--- src/rtl/fetch_pkg.sv ---
// Shared types and constants for the IF-stage fetch unit.
package fetch_pkg;

   typedef enum logic [1:0] {
      S_REQ  = 2'd0,
      S_WAIT = 2'd1,
      S_HOLD = 2'd2
   } fetch_state_t;

   localparam int unsigned PC_STEP          = 4;
   localparam logic [31:0] NOP_INSTR        = 32'h0000_0000;
   localparam logic [31:0] PC_RESET_DEFAULT = 32'h0000_3000;

   function automatic logic is_misaligned(input logic [1:0] low_bits);
      return low_bits != 2'b00;
   endfunction

endpackage

--- src/rtl/if_fetch_unit_if.sv ---
// Instruction memory read port: req/ready request phase plus a single rvalid response.
interface if_fetch_unit_if #(
   parameter int ADDR_W = 32
);
   logic              imem_req;
   logic [ADDR_W-1:0] imem_addr;
   logic              imem_ready;
   logic              imem_rvalid;
   logic [31:0]       imem_rdata;

   modport master (
      output imem_req,
      output imem_addr,
      input  imem_ready,
      input  imem_rvalid,
      input  imem_rdata
   );

   modport slave (
      input  imem_req,
      input  imem_addr,
      output imem_ready,
      output imem_rvalid,
      output imem_rdata
   );
endinterface

--- src/rtl/if_next_pc.sv ---
// Combinational next-PC select: redirect target beats sequential advance, otherwise hold.
module if_next_pc
   import fetch_pkg::*;
#(
   parameter int ADDR_W = 32
) (
   input  logic              redirect_valid,
   input  logic [ADDR_W-1:0] redirect_pc,
   input  logic              advance,
   input  logic [ADDR_W-1:0] pc_q,
   output logic [ADDR_W-1:0] pc_next
);

   // Sequential advance wraps naturally at the top of the address space.
   always_comb begin
      pc_next = pc_q;
      if (redirect_valid) begin
         pc_next = redirect_pc;
      end else if (advance) begin
         pc_next = pc_q + ADDR_W'(PC_STEP);
      end
   end

endmodule

--- src/rtl/if_fetch_unit.sv ---
// IF-stage fetch unit: owns the PC, one outstanding imem read, presents pc_f/instr_f/valid_f.
// Optional IF_ALIGN_CHECK_EN adds adel_f and suppresses fetches from misaligned redirect targets.
module if_fetch_unit
   import fetch_pkg::*;
#(
   parameter int                ADDR_W   = 32,
   parameter logic [ADDR_W-1:0] PC_RESET = ADDR_W'(PC_RESET_DEFAULT)
) (
   input  logic              clk,
   input  logic              reset,
   input  logic              en_d,
   input  logic              redirect_valid,
   input  logic [ADDR_W-1:0] redirect_pc,
   if_fetch_unit_if.master   imem,
   output logic [ADDR_W-1:0] pc_f,
   output logic [31:0]       instr_f,
`ifdef IF_ALIGN_CHECK_EN
   output logic              valid_f,
   output logic              adel_f
`else
   output logic              valid_f
`endif
);

   fetch_state_t      state_q, state_d;
   logic [ADDR_W-1:0] pc_q, pc_d;
   logic              drop_q, drop_d;
   logic [31:0]       instr_q, instr_d;
   logic              advance;
   logic              redirect_bad;
   logic              pc_bad;

`ifdef IF_ALIGN_CHECK_EN
   logic adel_q, adel_d;
   assign redirect_bad = redirect_valid && is_misaligned(redirect_pc[1:0]);
   assign pc_bad       = is_misaligned(pc_q[1:0]);
`else
   assign redirect_bad = 1'b0;
   assign pc_bad       = 1'b0;
`endif

   assign advance = (state_q == S_HOLD) && en_d;

   if_next_pc #(
      .ADDR_W (ADDR_W)
   ) u_next_pc (
      .redirect_valid (redirect_valid),
      .redirect_pc    (redirect_pc),
      .advance        (advance),
      .pc_q           (pc_q),
      .pc_next        (pc_d)
   );

   always_ff @(posedge clk) begin
      if (reset) begin
         state_q <= S_REQ;
         pc_q    <= PC_RESET;
         drop_q  <= 1'b0;
         instr_q <= NOP_INSTR;
      end else begin
         state_q <= state_d;
         pc_q    <= pc_d;
         drop_q  <= drop_d;
         instr_q <= instr_d;
      end
   end

   // A redirect never cancels an accepted request in flight; drop_q marks its response as stale.
   always_comb begin
      state_d = state_q;
      drop_d  = drop_q;
      instr_d = instr_q;
      unique case (state_q)
         S_REQ: begin
            if (imem.imem_ready) begin
               state_d = S_WAIT;
               if (redirect_valid) begin
                  drop_d = 1'b1;
               end
            end else if (redirect_bad) begin
               state_d = S_HOLD;
               instr_d = NOP_INSTR;
            end
         end
         S_WAIT: begin
            if (imem.imem_rvalid) begin
               drop_d = 1'b0;
               if (redirect_valid) begin
                  state_d = redirect_bad ? S_HOLD : S_REQ;
                  instr_d = NOP_INSTR;
               end else if (drop_q) begin
                  state_d = pc_bad ? S_HOLD : S_REQ;
                  instr_d = NOP_INSTR;
               end else begin
                  state_d = S_HOLD;
                  instr_d = imem.imem_rdata;
               end
            end else if (redirect_valid) begin
               drop_d = 1'b1;
            end
         end
         S_HOLD: begin
            if (redirect_valid) begin
               state_d = redirect_bad ? S_HOLD : S_REQ;
               instr_d = NOP_INSTR;
            end else if (en_d) begin
               state_d = S_REQ;
            end
         end
         default: begin
            state_d = S_REQ;
            drop_d  = 1'b0;
         end
      endcase
   end

   always_comb begin
      imem.imem_req  = 1'b0;
      imem.imem_addr = pc_q;
      pc_f           = pc_q;
      valid_f        = 1'b0;
      instr_f        = NOP_INSTR;
      unique case (state_q)
         S_REQ:   imem.imem_req = 1'b1;
         S_HOLD: begin
            valid_f = 1'b1;
            instr_f = instr_q;
         end
         default: ;
      endcase
   end

`ifdef IF_ALIGN_CHECK_EN
   // The fault flag rides with the HOLD slot it was raised for and dies with it.
   always_comb begin
      adel_d = adel_q;
      if (redirect_valid) begin
         adel_d = redirect_bad && (state_d == S_HOLD);
      end else if ((state_q == S_WAIT) && imem.imem_rvalid && drop_q) begin
         adel_d = pc_bad;
      end else if (advance) begin
         adel_d = 1'b0;
      end
   end

   always_ff @(posedge clk) begin
      if (reset) begin
         adel_q <= 1'b0;
      end else begin
         adel_q <= adel_d;
      end
   end

   assign adel_f = adel_q;
`endif

endmodule

--- src/flat_wrapper.sv ---
// flat-port wrapper written by rule: the top's interface ports become plain ports
module if_fetch_unit_flat import fetch_pkg::*;
#(
   parameter int                ADDR_W   = 32,
   parameter logic [ADDR_W-1:0] PC_RESET = ADDR_W'(PC_RESET_DEFAULT)
)
  (clk, reset, en_d, redirect_valid, redirect_pc, pc_f, instr_f, valid_f, imem_imem_req, imem_imem_addr, imem_imem_ready, imem_imem_rvalid, imem_imem_rdata);
  if_fetch_unit_if #(.ADDR_W(ADDR_W)) imem_i ();
  input  logic clk;
  input  logic reset;
  input  logic en_d;
  input  logic redirect_valid;
  input  logic [ADDR_W-1:0] redirect_pc;
  output logic [ADDR_W-1:0] pc_f;
  output logic [31:0] instr_f;
  output logic valid_f;
  output wire logic [$bits(imem_i.imem_req)-1:0] imem_imem_req;
  output wire logic [$bits(imem_i.imem_addr)-1:0] imem_imem_addr;
  input wire logic [$bits(imem_i.imem_ready)-1:0] imem_imem_ready;
  input wire logic [$bits(imem_i.imem_rvalid)-1:0] imem_imem_rvalid;
  input wire logic [$bits(imem_i.imem_rdata)-1:0] imem_imem_rdata;
  assign imem_imem_req = imem_i.imem_req;
  assign imem_imem_addr = imem_i.imem_addr;
  assign imem_i.imem_ready = imem_imem_ready;
  assign imem_i.imem_rvalid = imem_imem_rvalid;
  assign imem_i.imem_rdata = imem_imem_rdata;
  if_fetch_unit #(.ADDR_W(ADDR_W), .PC_RESET(PC_RESET)) u_core (.clk(clk), .reset(reset), .en_d(en_d), .redirect_valid(redirect_valid), .redirect_pc(redirect_pc), .imem(imem_i), .pc_f(pc_f), .instr_f(instr_f), .valid_f(valid_f));
endmodule
--- config.mk ---
export PLATFORM = sky130hd
export DESIGN_NAME = if_fetch_unit_flat
export DESIGN_NICKNAME = d
export VERILOG_FILES = /design/src/rtl/fetch_pkg.sv /design/src/rtl/if_fetch_unit_if.sv /design/src/rtl/if_next_pc.sv /design/src/rtl/if_fetch_unit.sv /design/src/flat_wrapper.sv
export SDC_FILE = /design/constraint.sdc
export NUM_CORES = 1
export LEC_CHECK = 0
export CORE_MARGIN = 2
export CORE_UTILIZATION = 30
export DETAILED_ROUTE_END_ITERATION = 8
export GPL_TIMING_DRIVEN = 0
export REMOVE_ABC_BUFFERS = 1
export SETUP_SLACK_MARGIN = 0.15
export SYNTH_ARGS = -nofsm -noshare
export SYNTH_HDL_FRONTEND = slang
export SYNTH_SLANG_ARGS = --single-unit
--- constraint.sdc ---
create_clock -name clk -period 4.8 [get_ports clk]
set_input_delay 0.96 -clock clk [delete_from_list [all_inputs] [get_ports clk]]
set_output_delay 0.96 -clock clk [all_outputs]
set_load 0.05 [all_outputs]
== Yosys cells after proc, flatten, opt, wreduce, memory -nomap -nowiden ==
Cells that the tools add are included.

* Output and inout bits: 98
* Word-level logic and storage cells: 40
* Bits in registers: 67
* Input port bits: 70

* Equal/unequal tests: 6
* Add/subtract/negate cells: 1
* Reduce and logical (&&, ||, !) cells: 7
* Muxes and demuxes: 21
* Bitwise gates (word level): 1

{| class="wikitable"
|+ Operators by type and width
! operator !! number
|-
| $mux W32 || 7
|-
| $pmux W32 S2 || 1
|-
| $add A32 B3 Y32 const B || 1
|-
| $mux W2 || 6
|-
| $ne A2 B2 Y1 const B || 3
|-
| $pmux W2 S3 || 1
|-
| $reduce_and A3 Y1 || 2
|-
| $mux W1 || 5
|-
| $reduce_bool A2 Y1 || 2
|-
| $ne A3 B3 Y1 const B || 1
|-
| $pmux W1 S3 || 1
|-
| $eq A2 B1 Y1 const B || 1
|-
| $eq A2 B2 Y1 const B || 1
|-
| $logic_not A2 Y1 || 1
|-
| $reduce_and A2 Y1 || 1
|-
| $logic_and A1 B1 Y1 || 1
|-
| $not A1 Y1 || 1
|}

== Logic depth before layout (Yosys ltp) ==
Gate-level depths: netlist (run 1).

* Word-level depth: 4
* Depth in mapped cells: 7
* Mapped depth without buffers: 5

== Hierarchy ==
From an unflattened synthesis (run 1), not the netlist that was laid out.

* Cells, all modules: 486
* Area total of the unflattened synthesis: 4226.6 um^2

{| class="wikitable"
|+ By module, submodules not included
! module !! area each (um^2) !! cells each !! sequential area each (um^2) !! instances
|-
| if_fetch_unit || 3168.0 || 309 || 1341.3 || 1
|-
| if_next_pc || 1058.5 || 177 || 0.0 || 1
|}

== Least setup slack after synthesis (run 1) ==
No wires, ideal clock.

* Path kind: reg2out
* From: reg u_core.state_q[1]
* To: out instr_f[20]
* Path buffers: 3
* Data arrival time: 2.032 ns
* Stages on the path, launching flop included: 6
* Path slack: 1.808 ns
* Cells stage by stage: dfxtp_1 > buf_2 > nor2b_1 > clkbuf_1 > clkbuf_1 > and2_1

* Cells in the longest elaborated chain, start to end: 2

{| class="wikitable"
|+ Ends and longest elaborated chain
! what !! RTL line !! source
|-
| from (decl) || if_fetch_unit.sv:25 || <nowiki>fetch_state_t state_q, state_d;</nowiki>
|-
| from (signal assigned) || if_fetch_unit.sv:61 || <nowiki>state_q <= state_d;</nowiki>
|-
| $eq A2 B2 Y1 || if_fetch_unit.sv:123 || <nowiki>unique case (state_q)</nowiki>
|-
| $mux W32 || if_fetch_unit.sv:123 ||
|-
| to (decl) || flat_wrapper.sv:15 || <nowiki>output logic [31:0] instr_f;</nowiki>
|}

Every way passes these cells.

== Worst setup path in the final report (run 1) ==
* From: reg u_core.state_q[1]
* To: out instr_f[11]

The elaborated chain is that of the path after synthesis.

==> results of run 1 <==
-- final timing paths --
kind / cells after the start / to / startpoint / slack [ns]
min: 2 / u_core.instr_q[31] / u_core.instr_q[31] / 0.45
max: 4 / instr_f[11] / u_core.state_q[1] / 1.08
max reg2reg: 4 / u_core.imem.imem_addr[25] / u_core.imem.imem_addr[9] / 2.60
min reg2reg: 2 / u_core.instr_q[31] / u_core.instr_q[31] / 0.45
-- through the flow --
step                util [%]  power, uW  hold WS, ns  setup TNS, ns  setup WS (ns)
floorplan                  -      820.5       0.4212              0          1.225
global placement       43.37      991.0       0.4337         -28.62        -0.9612
detailed placement     44.18       1001       0.4397              0          1.396
CTS                    46.78       1699       0.4472              0          1.035
global route           46.78       1749       0.4650              0         0.8963
finish                 46.78       1680       0.4455              0          1.082
-- layout by cell type, fill, tap and decap left out, types with 10 or more instances in the layout --
cell and instances:
a211oi_1 11, and2_1 32, and4_1 10, inv_1 17
dfxtp_1 67, nand2_1 49, a21oi_1 36, nor2_1 22
nand3_1 44, nor4_1 10, nand4_1 14, clkdlybuf4s50_1 165
-- power by group --
group / switching [uW] / leakage (uW) / internal (uW)
clock: 246 / 0.000155 / 443
combinational: 222 / 0.00127 / 146
sequential: 40.1 / 0.000549 / 583
total: 508 / 0.00198 / 1170
-- critical path: stages (launching register included) --
cell	delay (ns)
dfxtp_1	0.59
nor2b_2	0.63
buf_8	0.24
and2_1	0.16
clkdlybuf4s50_1	0.80
-- registers in the layout, indices dropped and copies added, names as in the netlist --
signal                 flops
u_core.imem.imem_addr     32
u_core.instr_q            32
u_core.state_q             2
u_core.drop_q              1
-- cells by family (layout without fill, tap and decap cells) --
group | count (synthesis) | after routing | synth area share, %
multiplexers | 4 | 4 | 1.107
AND/OR/NAND/NOR | 220 | 220 | 33.05
XOR/XNOR | 9 | 9 | 2.114
adder cells (fa/ha/maj) | 1 | 1 | 0.3355
buffers and inverters | 83 | 206 | 11.88
AO/OA/AOI/OAI | 87 | 87 | 15.54
flip-flops | 67 | 67 | 35.97
-- cells in the mapped netlist, types with 2 or more instances --
master | n | share of area [%]
dfxtp_1 | 67 | 36
nand2_1 | 49 | 4.9
nand3_1 | 44 | 5.9
a21oi_1 | 36 | 4.8
and2_1 | 32 | 5.4
buf_4 | 32 | 6.4
clkbuf_1 | 28 | 2.8
nor2_1 | 22 | 2.2
inv_1 | 17 | 1.7
nand4_1 | 14 | 2.3
a211oi_1 | 11 | 2.2
and4_1 | 10 | 2.3
nor4_1 | 10 | 1.7
a2111oi_0 | 9 | 2.1
nor3_1 | 9 | 1.2
o21ai_0 | 9 | 1.2
a311oi_1 | 5 | 1.2
and3_1 | 5 | 0.84
or3_1 | 5 | 0.84
xor2_1 | 5 | 1.2
xnor2_1 | 4 | 0.94
a22oi_1 | 3 | 0.60
buf_2 | 3 | 0.40
mux2i_1 | 3 | 0.81
nor2b_1 | 3 | 0.50
a2bb2oi_1 | 2 | 0.47
and4_2 | 2 | 0.54
buf_1 | 2 | 0.20
nor4b_1 | 2 | 0.47
o211a_1 | 2 | 0.54
or4_1 | 2 | 0.40
-- layout make-up --
| cell class | count | area, um^2 |
|---|---|---|
| Clock buffer | 12 | 266.5 |
| Clock inverter | 4 | 47.55 |
| Tap cell | 168 | 210.2 |
| Multi-Input combinational cell | 321 | 1964 |
| Fill cell | 1190 | 6419 |
| Sequential cell | 67 | 1341 |
| Inverter | 17 | 63.81 |
| Timing Repair Buffer | 173 | 1749 |
-- layer usage --
metal	vias to the layer above	track usage (%)	part of all wire, %
met2	160	28.85	46
met4	0	5.221	0.56
li1	1895	-	-
met1	1820	23.32	46
met3	6	4.916	7.2
met5	-	0	0
==> results.sh, run 1 <==
export IMPL_worst_pin_slew_ns=1.110
export IMPL_die_y_um=115.5
export IMPL_dpl_hpwl_um=8508
export IMPL_gr_total_overflow=0
export IMPL_layout_drive_gt1_share_pct=6.229
export IMPL_ios=168
export IMPL_synthToLayoutAreaGrowth_pct=51.34
export IMPL_synth_seq_cells=67
export IMPL_drv_slew=0
export IMPL_vdd_drop_max_uv=144.7
export IMPL_fmax_mhz=269.0
export IMPL_dominantRegCellSynth="dfxtp_1"
export IMPL_path_class="reg -> out"
export IMPL_io_buffers=167
export IMPL_crit_required_ns=3.84
export IMPL_worstSetupEndpointType="output port"
export IMPL_p_leak_uw=0.001979
export IMPL_yosys_cell_types_count=55
export IMPL_routedWlPerCell_um=15.76
export IMPL_die_w_um=115.5
export IMPL_grt_antenna_before_repair=0
export IMPL_finalNonFillerCells=762
export IMPL_min_period_ns=3.718
export IMPL_hold_viol=0
export IMPL_synth_edf_count=0
export IMPL_grt_pass1_wl_um=18950
export IMPL_power_density_mw_per_mm2=297.6
export IMPL_first_pass_iters=4
export IMPL_hp_class="reg -> reg"
export IMPL_finalNetCount=660
export IMPL_dpl_instance_area_mm2=0.005329
export IMPL_drc=0
export IMPL_cts_max_level=3
export IMPL_viasPerCell=5.093
export IMPL_avgSynthCellArea_um2=7.916
export IMPL_grtUsageTotal_pct=17.84
export IMPL_cts_made_buffers=9
export IMPL_coreArea_mm2=0.01206
export IMPL_drt_iter0_drc=165
export IMPL_vias=3881
export IMPL_status="complete, no violations"
export IMPL_min_period_over_period_pct=77.45
export IMPL_ys_warn_count=0
export IMPL_grt_max_degree=41
export IMPL_initial_core_util_pct=30.91
export IMPL_synthArstFlopShare_pct=0
export IMPL_dp_cells=746
export IMPL_diodes=0
export IMPL_die_area_mm2=0.01334
export IMPL_final_area_mm2=0.005643
export IMPL_fin_worst_skew_ns=0.005854
export IMPL_crit_path_start_kind="flip-flop"
export IMPL_path_max_fanout=22
export IMPL_arrival_ns=2.76
export IMPL_synth_area_mm2=0.003729
export IMPL_cts_max_path_buffers=2
export IMPL_synth_cells=471
export IMPL_grt_pass1_vias=3741
export IMPL_rsz0062_at_grt="false"
export IMPL_clkSlewWorstSetupHoldPaths_ns=0.05
export IMPL_cts_tree="built"
export IMPL_seq_area_frac_synth_pct=35.97
export IMPL_cts_setup_buffers=0
export IMPL_cts_resized=0
export IMPL_clockRootBuffer="clkbuf_16"
export IMPL_cts_hold_buffers=0
export IMPL_cts_sinks=67
export IMPL_antenna_left=0
export IMPL_timing_max_cap_violations=0
export IMPL_globalplace_congestion=0.7789
export IMPL_setup_viol=0
export IMPL_clk_latency_ns=0.32
export IMPL_wl_um=12010
export IMPL_relSlewSlack_pct=25.91
export IMPL_rows=40
Power figures use the tool's default switching activity.
==> inputs of run 2 (changes only) <==
Clock period 4.8 ns to 3.7 ns, I/O delays scaled along.
==> results.sh, run 2 (synthesis results as in run 1) <==
export IMPL_status="complete, no violations"
export IMPL_max_stage_delay_ns=0.80
export IMPL_cts_max_level=3
export IMPL_clk_latency_ns=0.33
export IMPL_dpl_hpwl_um=8508
export IMPL_hold_viol=0
export IMPL_grt_pass1_wl_um=18950
export IMPL_initial_core_util_pct=30.91
export IMPL_grt_max_degree=41
export IMPL_rsz0062_at_grt="false"
export IMPL_ios=168
export IMPL_crit_chain="nor2b_4 > buf_8 > and2_1 > clkdlybuf4s50_1"
export IMPL_gr_total_overflow=0
export IMPL_final_cell_mix="clkdlybuf4s50_1 (165), dfxtp_1 (67), nand2_1 (49), nand3_1 (44), a21oi_1 (36)"
export IMPL_die_w_um=115.5
export IMPL_fin_worst_skew_ns=0.006742
export IMPL_finalNetCount=660
export IMPL_diodes=0
export IMPL_finalNonFillerCells=762
export IMPL_fillCellCount=1189
export IMPL_arrival_ns=2.56
export IMPL_multi_input_comb_area_mm2=0.001969
export IMPL_worst_pin_slew_ns=1.117
export IMPL_first_pass_iters=4
export IMPL_clkSlewWorstSetupHoldPaths_ns=0.05
export IMPL_grt_pass1_vias=3741
export IMPL_drt_iter0_drc=153
export IMPL_fmax_mhz=303.4
export IMPL_rows=40
export IMPL_power_density_mw_per_mm2=385.6
export IMPL_routedWlPerCell_um=15.75
export IMPL_cts_made_buffers=9
export IMPL_vdd_drop_max_uv=188.1
export IMPL_globalplace_congestion=0.7789
export IMPL_crit_required_ns=2.96
export IMPL_cts_hold_buffers=0
export IMPL_worstSetupEndpointType="output port"
export IMPL_min_period_over_period_pct=89.07
export IMPL_die_y_um=115.5
export IMPL_wl_um=12000
export IMPL_cts_sinks=67
export IMPL_drv_slew=0
export IMPL_layout_drive_gt1_share_pct=6.229
export IMPL_grt_antenna_before_repair=0
export IMPL_min_period_ns=3.296
export IMPL_cts_max_path_buffers=2
export IMPL_utilization_pct=46.83
export IMPL_hp_class="reg -> reg"
export IMPL_timing_max_cap_violations=0
export IMPL_relSlewSlack_pct=25.44
export IMPL_path_class="reg -> out"
export IMPL_crit_path_start_kind="flip-flop"
export IMPL_die_area_mm2=0.01334
export IMPL_final_common_cell="clkdlybuf4s50_1"
export IMPL_io_buffers=167
export IMPL_path_max_fanout=22
export IMPL_cp_slowest_cell="clkdlybuf4s50_1"
export IMPL_synthToLayoutAreaGrowth_pct=51.48
export IMPL_p_leak_uw=0.001979
export IMPL_antenna_left=0
export IMPL_vias=3878
export IMPL_coreArea_mm2=0.01206
export IMPL_drc=0
export IMPL_cts_resized=0
export IMPL_dp_cells=746
export IMPL_setup_viol=0
export IMPL_cts_setup_buffers=0
export IMPL_final_seq_area_mm2=0.001341
export IMPL_viasPerCell=5.089
export IMPL_clockRootBuffer="clkbuf_16"
export IMPL_grtUsageTotal_pct=17.84
export IMPL_cts_tree="built"
[run 2: cell count changes in the layout (fill, tap and decap cells not counted)]
cell,delta
nor2b_2,-1
nor2b_4,+1
[run 2: per-layer routing]
layer | global-route usage [%] | up-vias | part of all wire [%]
li1 | - | 1895 | -
met1 | 23.32 | 1811 | 46
met2 | 28.85 | 166 | 46
met3 | 4.916 | 6 | 7.7
met4 | 5.221 | 0 | 0.47
met5 | 0 | - | 0
[run 2: final cells by class]
type                       instances  area share, %
tap                              168          3.722
timing repair buffer             173          30.97
multi-input combinational        321          34.87
sequential                        67          23.75
clock buffer                      12          4.719
clock inverter                     4         0.8418
inverter                          17          1.130
[run 2: power breakdown]
group / internal [uW] / switching, uW / total (uW)
clock: 574 / 318 / 892
combinational: 190 / 287 / 477
sequential: 756 / 52.2 / 808
total: 1520 / 658 / 2180
[run 2: worst max-delay path, delay by kind of cell, from the launching register on]
family,cells,cell delay (ns)
buffers and inverters,2,1.01
DFF,1,0.60
and+or+nand+nor,2,0.61
[run 2: path summary, 6_finish.rpt]
path                                         start                   endpoint  slack, ns  cells past startpoint
worst min-delay path            u_core.instr_q[31]         u_core.instr_q[31]       0.45                      2
worst max-delay path             u_core.state_q[1]                instr_f[11]       0.40                      4
worst min register to register  u_core.instr_q[31]         u_core.instr_q[31]       0.45                      2
worst max register to register   u_core.state_q[1]  u_core.imem.imem_addr[25]       1.51                      4
[run 2: per-stage QoR]
stage	setup WS [ns]	hold WS, ns	cell area [um^2]	setup TNS [ns]	power [uW]
finish	0.4044	0.4455	5648	0	2178
global route	0.2339	0.4650	5648	0	2269
CTS	0.1553	0.4472	5643	0	2204
detailed placement	0.5163	0.4397	5329	0	1299
global placement	-1.841	0.4337	5231	-75.05	1286
floorplan	0.3089	0.4212	3349	0	1064
==> inputs of run 3 (changes only) <==
--- a/config.mk
+++ b/config.mk
@@ -7,3 +7,3 @@
 export LEC_CHECK = 0
-export CORE_MARGIN = 2
+export CORE_MARGIN = 10
 export CORE_UTILIZATION = 30
@@ -11,3 +11,2 @@
 export GPL_TIMING_DRIVEN = 0
-export REMOVE_ABC_BUFFERS = 1
 export SETUP_SLACK_MARGIN = 0.15
==> constraint.sdc (replaced) <==
create_clock -name clk -period 3.7 [get_ports clk]
set_input_delay 0.555 -clock clk [delete_from_list [all_inputs] [get_ports clk]]
set_output_delay 0.555 -clock clk [all_outputs]
set_load 0.05 [all_outputs]
==> results.sh, run 3 (synthesis results as in run 1) <==
export IMPL_cts_setup_buffers=0
export IMPL_routedWlPerCell_um=17.41
export IMPL_synthToLayoutAreaGrowth_pct=58.72
export IMPL_worst_pin_slew_ns=0.6563
export IMPL_p_leak_uw=0.002319
export IMPL_grt_pass1_vias=4124
export IMPL_r2r_cells=7
export IMPL_finalWorstSetupSlack_ns=0.3449
export IMPL_wl_um=14290
export IMPL_drv_slew=0
export IMPL_hold_viol=0
export IMPL_die_area_mm2=0.01729
export IMPL_path_max_fanout=10
export IMPL_clockPowerShare_pct=39.5
export IMPL_dp_cells=805
export IMPL_timing_rr_start="u_core.state_q[0]"
export IMPL_hold_start="u_core.instr_q[18]"
export IMPL_fmax_mhz=298.0
export IMPL_arrival_ns=2.80
export IMPL_cts_max_level=3
export IMPL_crit_path_start_kind="flip-flop"
export IMPL_final_area_mm2=0.005918
export IMPL_hp_class="reg -> reg"
export IMPL_grtUsageTotal_pct=15.97
export IMPL_cts_hold_buffers=0
export IMPL_layout_drive_gt1_share_pct=9.495
export IMPL_utilization_pct=48.86
export IMPL_min_to="u_core.instr_q[18]"
export IMPL_antenna_left=0
export IMPL_first_pass_iters=4
export IMPL_cts_made_buffers=9
export IMPL_clockRootBuffer="clkbuf_16"
export IMPL_viasPerCell=4.970
export IMPL_status="complete, no violations"
export IMPL_setup_viol=0
export IMPL_final_common_cell="clkdlybuf4s50_1"
export IMPL_worstSetupEndpointType="output port"
export IMPL_grt_pass1_wl_um=22670
export IMPL_grt_max_degree=12
export IMPL_swShare_pct=31.16
export IMPL_rows=40
export IMPL_io_buffers=166
export IMPL_drt_iter0_drc=200
export IMPL_syn_nets=542
export IMPL_internal_power_uw=1502
export IMPL_grt_antenna_before_repair=1
export IMPL_final_cell_mix="clkdlybuf4s50_1 (157), dfxtp_1 (67), nand2_1 (49), nand3_1 (44), a21oi_1 (36)"
export IMPL_die_y_um=131.5
export IMPL_rrSetupSlack_ns=1.43
export IMPL_coreArea_mm2=0.01211
export IMPL_timing_max_cap_violations=0
export IMPL_finalNetCount=719
export IMPL_cts_max_path_buffers=2
export IMPL_dpl_instance_area_mm2=0.005600
export IMPL_cts_sinks=67
export IMPL_pwr_share_comb_pct=23.6
export IMPL_rsz0062_at_grt="true"
export IMPL_finalNonFillerCells=821
export IMPL_worstHoldPathCells=2
export IMPL_switching_power_uw=680.0
export IMPL_relSlewSlack_pct=56.24
export IMPL_path_class="reg -> out"
export IMPL_crit_required_ns=3.14
export IMPL_vdd_drop_max_uv=229.5
export IMPL_die_w_um=131.5
export IMPL_p_seq_share_pct=36.9
export IMPL_drc=0
export IMPL_dpl_hpwl_um=11090
export IMPL_clk_latency_ns=0.33
export IMPL_initial_core_util_pct=30.79
export IMPL_min_period_ns=3.355
export IMPL_fin_worst_skew_ns=0.006476
export IMPL_power_density_mw_per_mm2=368.8
export IMPL_r2r_end="u_core.instr_q[2]"
export IMPL_min_period_over_period_pct=90.68
export IMPL_vias=4080
export IMPL_fillCellCount=1245
export IMPL_cts_resized=0
export IMPL_tns_ns=0
export IMPL_diodes=0
export IMPL_globalplace_congestion=0.9285
export IMPL_cts_tree="built"
export IMPL_ios=168
export IMPL_gr_total_overflow=0
export IMPL_pre_cts_slack_ns=0.6630
export IMPL_clkSlewWorstSetupHoldPaths_ns=0.06
## run 3: changes by cell type in the layout (fill, tap and decap cells not counted), sizes merged
| cell | previous run | this run |
|---|---|---|
| clkdlybuf4s50 | 165 | 157 |
| dlymetal6s2s | 0 | 9 |
| clkinv | 2 | 5 |
| clkinvlp | 1 | 0 |
| buf | 8 | 38 |
| clkbuf | 12 | 38 |
## run 3: power by group through the flow
stage	Combinational, uW	Clock [uW]	Sequential (uW)
after CTS	519	878	805
after floorplan	226	0	891
after detailed placement	517	0	821
after global routing	544	911	813
final	514	863	806
after global placement	511	0	819
## run 3: area by class of cell
cell class	instances	area [um^2]	area share, %
Timing Repair Buffer	166	1684	28.46
Multi-Input combinational cell	321	1944	32.85
Sequential cell	67	1341	22.66
Tap cell	168	210.2	3.552
Buffer	66	380.4	6.427
Clock buffer	10	239.0	4.038
Clock inverter	6	55.05	0.9302
Inverter	17	63.81	1.078
## run 3: routing by layer
| layer | global-route usage [%] | vias up | routed length (um) | share of wire (%) |
|---|---|---|---|---|
| li1 | - | 2014 | - | - |
| met1 | 18.21 | 1907 | 5887 | 41 |
| met2 | 25.81 | 150 | 6468 | 45 |
| met3 | 7.698 | 9 | 1807 | 13 |
| met4 | 4.883 | 0 | 127 | 0.89 |
| met5 | 0 | - | 0 | 0 |
## run 3: critical path: stages, from the launching register on
cell             delay, ns
dfxtp_1               0.37
buf_2                 0.22
nor2b_1               0.15
clkbuf_1              0.36
clkbuf_1              0.36
and2_1                0.18
clkdlybuf4s50_1       0.82
## run 3: metrics by stage
stage	hold WS (ns)	power (uW)
final	0.4446	2182
after global routing	0.4634	2268
after CTS	0.4463	2202
after global placement	0.4339	1330
after floorplan	0.4273	1117
after detailed placement	0.4388	1338
## run 3: how the worst max path moves through the flow
stage | slack (ns) | cells after the start | endpoint | start
after floorplan | 1.11 | 5 | instr_f[20] | u_core.state_q[1]
after global placement | 0.69 | 6 | instr_f[20] | u_core.state_q[1]
after detailed placement | 0.66 | 6 | instr_f[27] | u_core.state_q[1]
after CTS | 0.29 | 6 | instr_f[3] | u_core.state_q[1]
after global routing | 0.15 | 6 | instr_f[6] | u_core.state_q[1]
final | 0.34 | 6 | instr_f[7] | u_core.state_q[1]
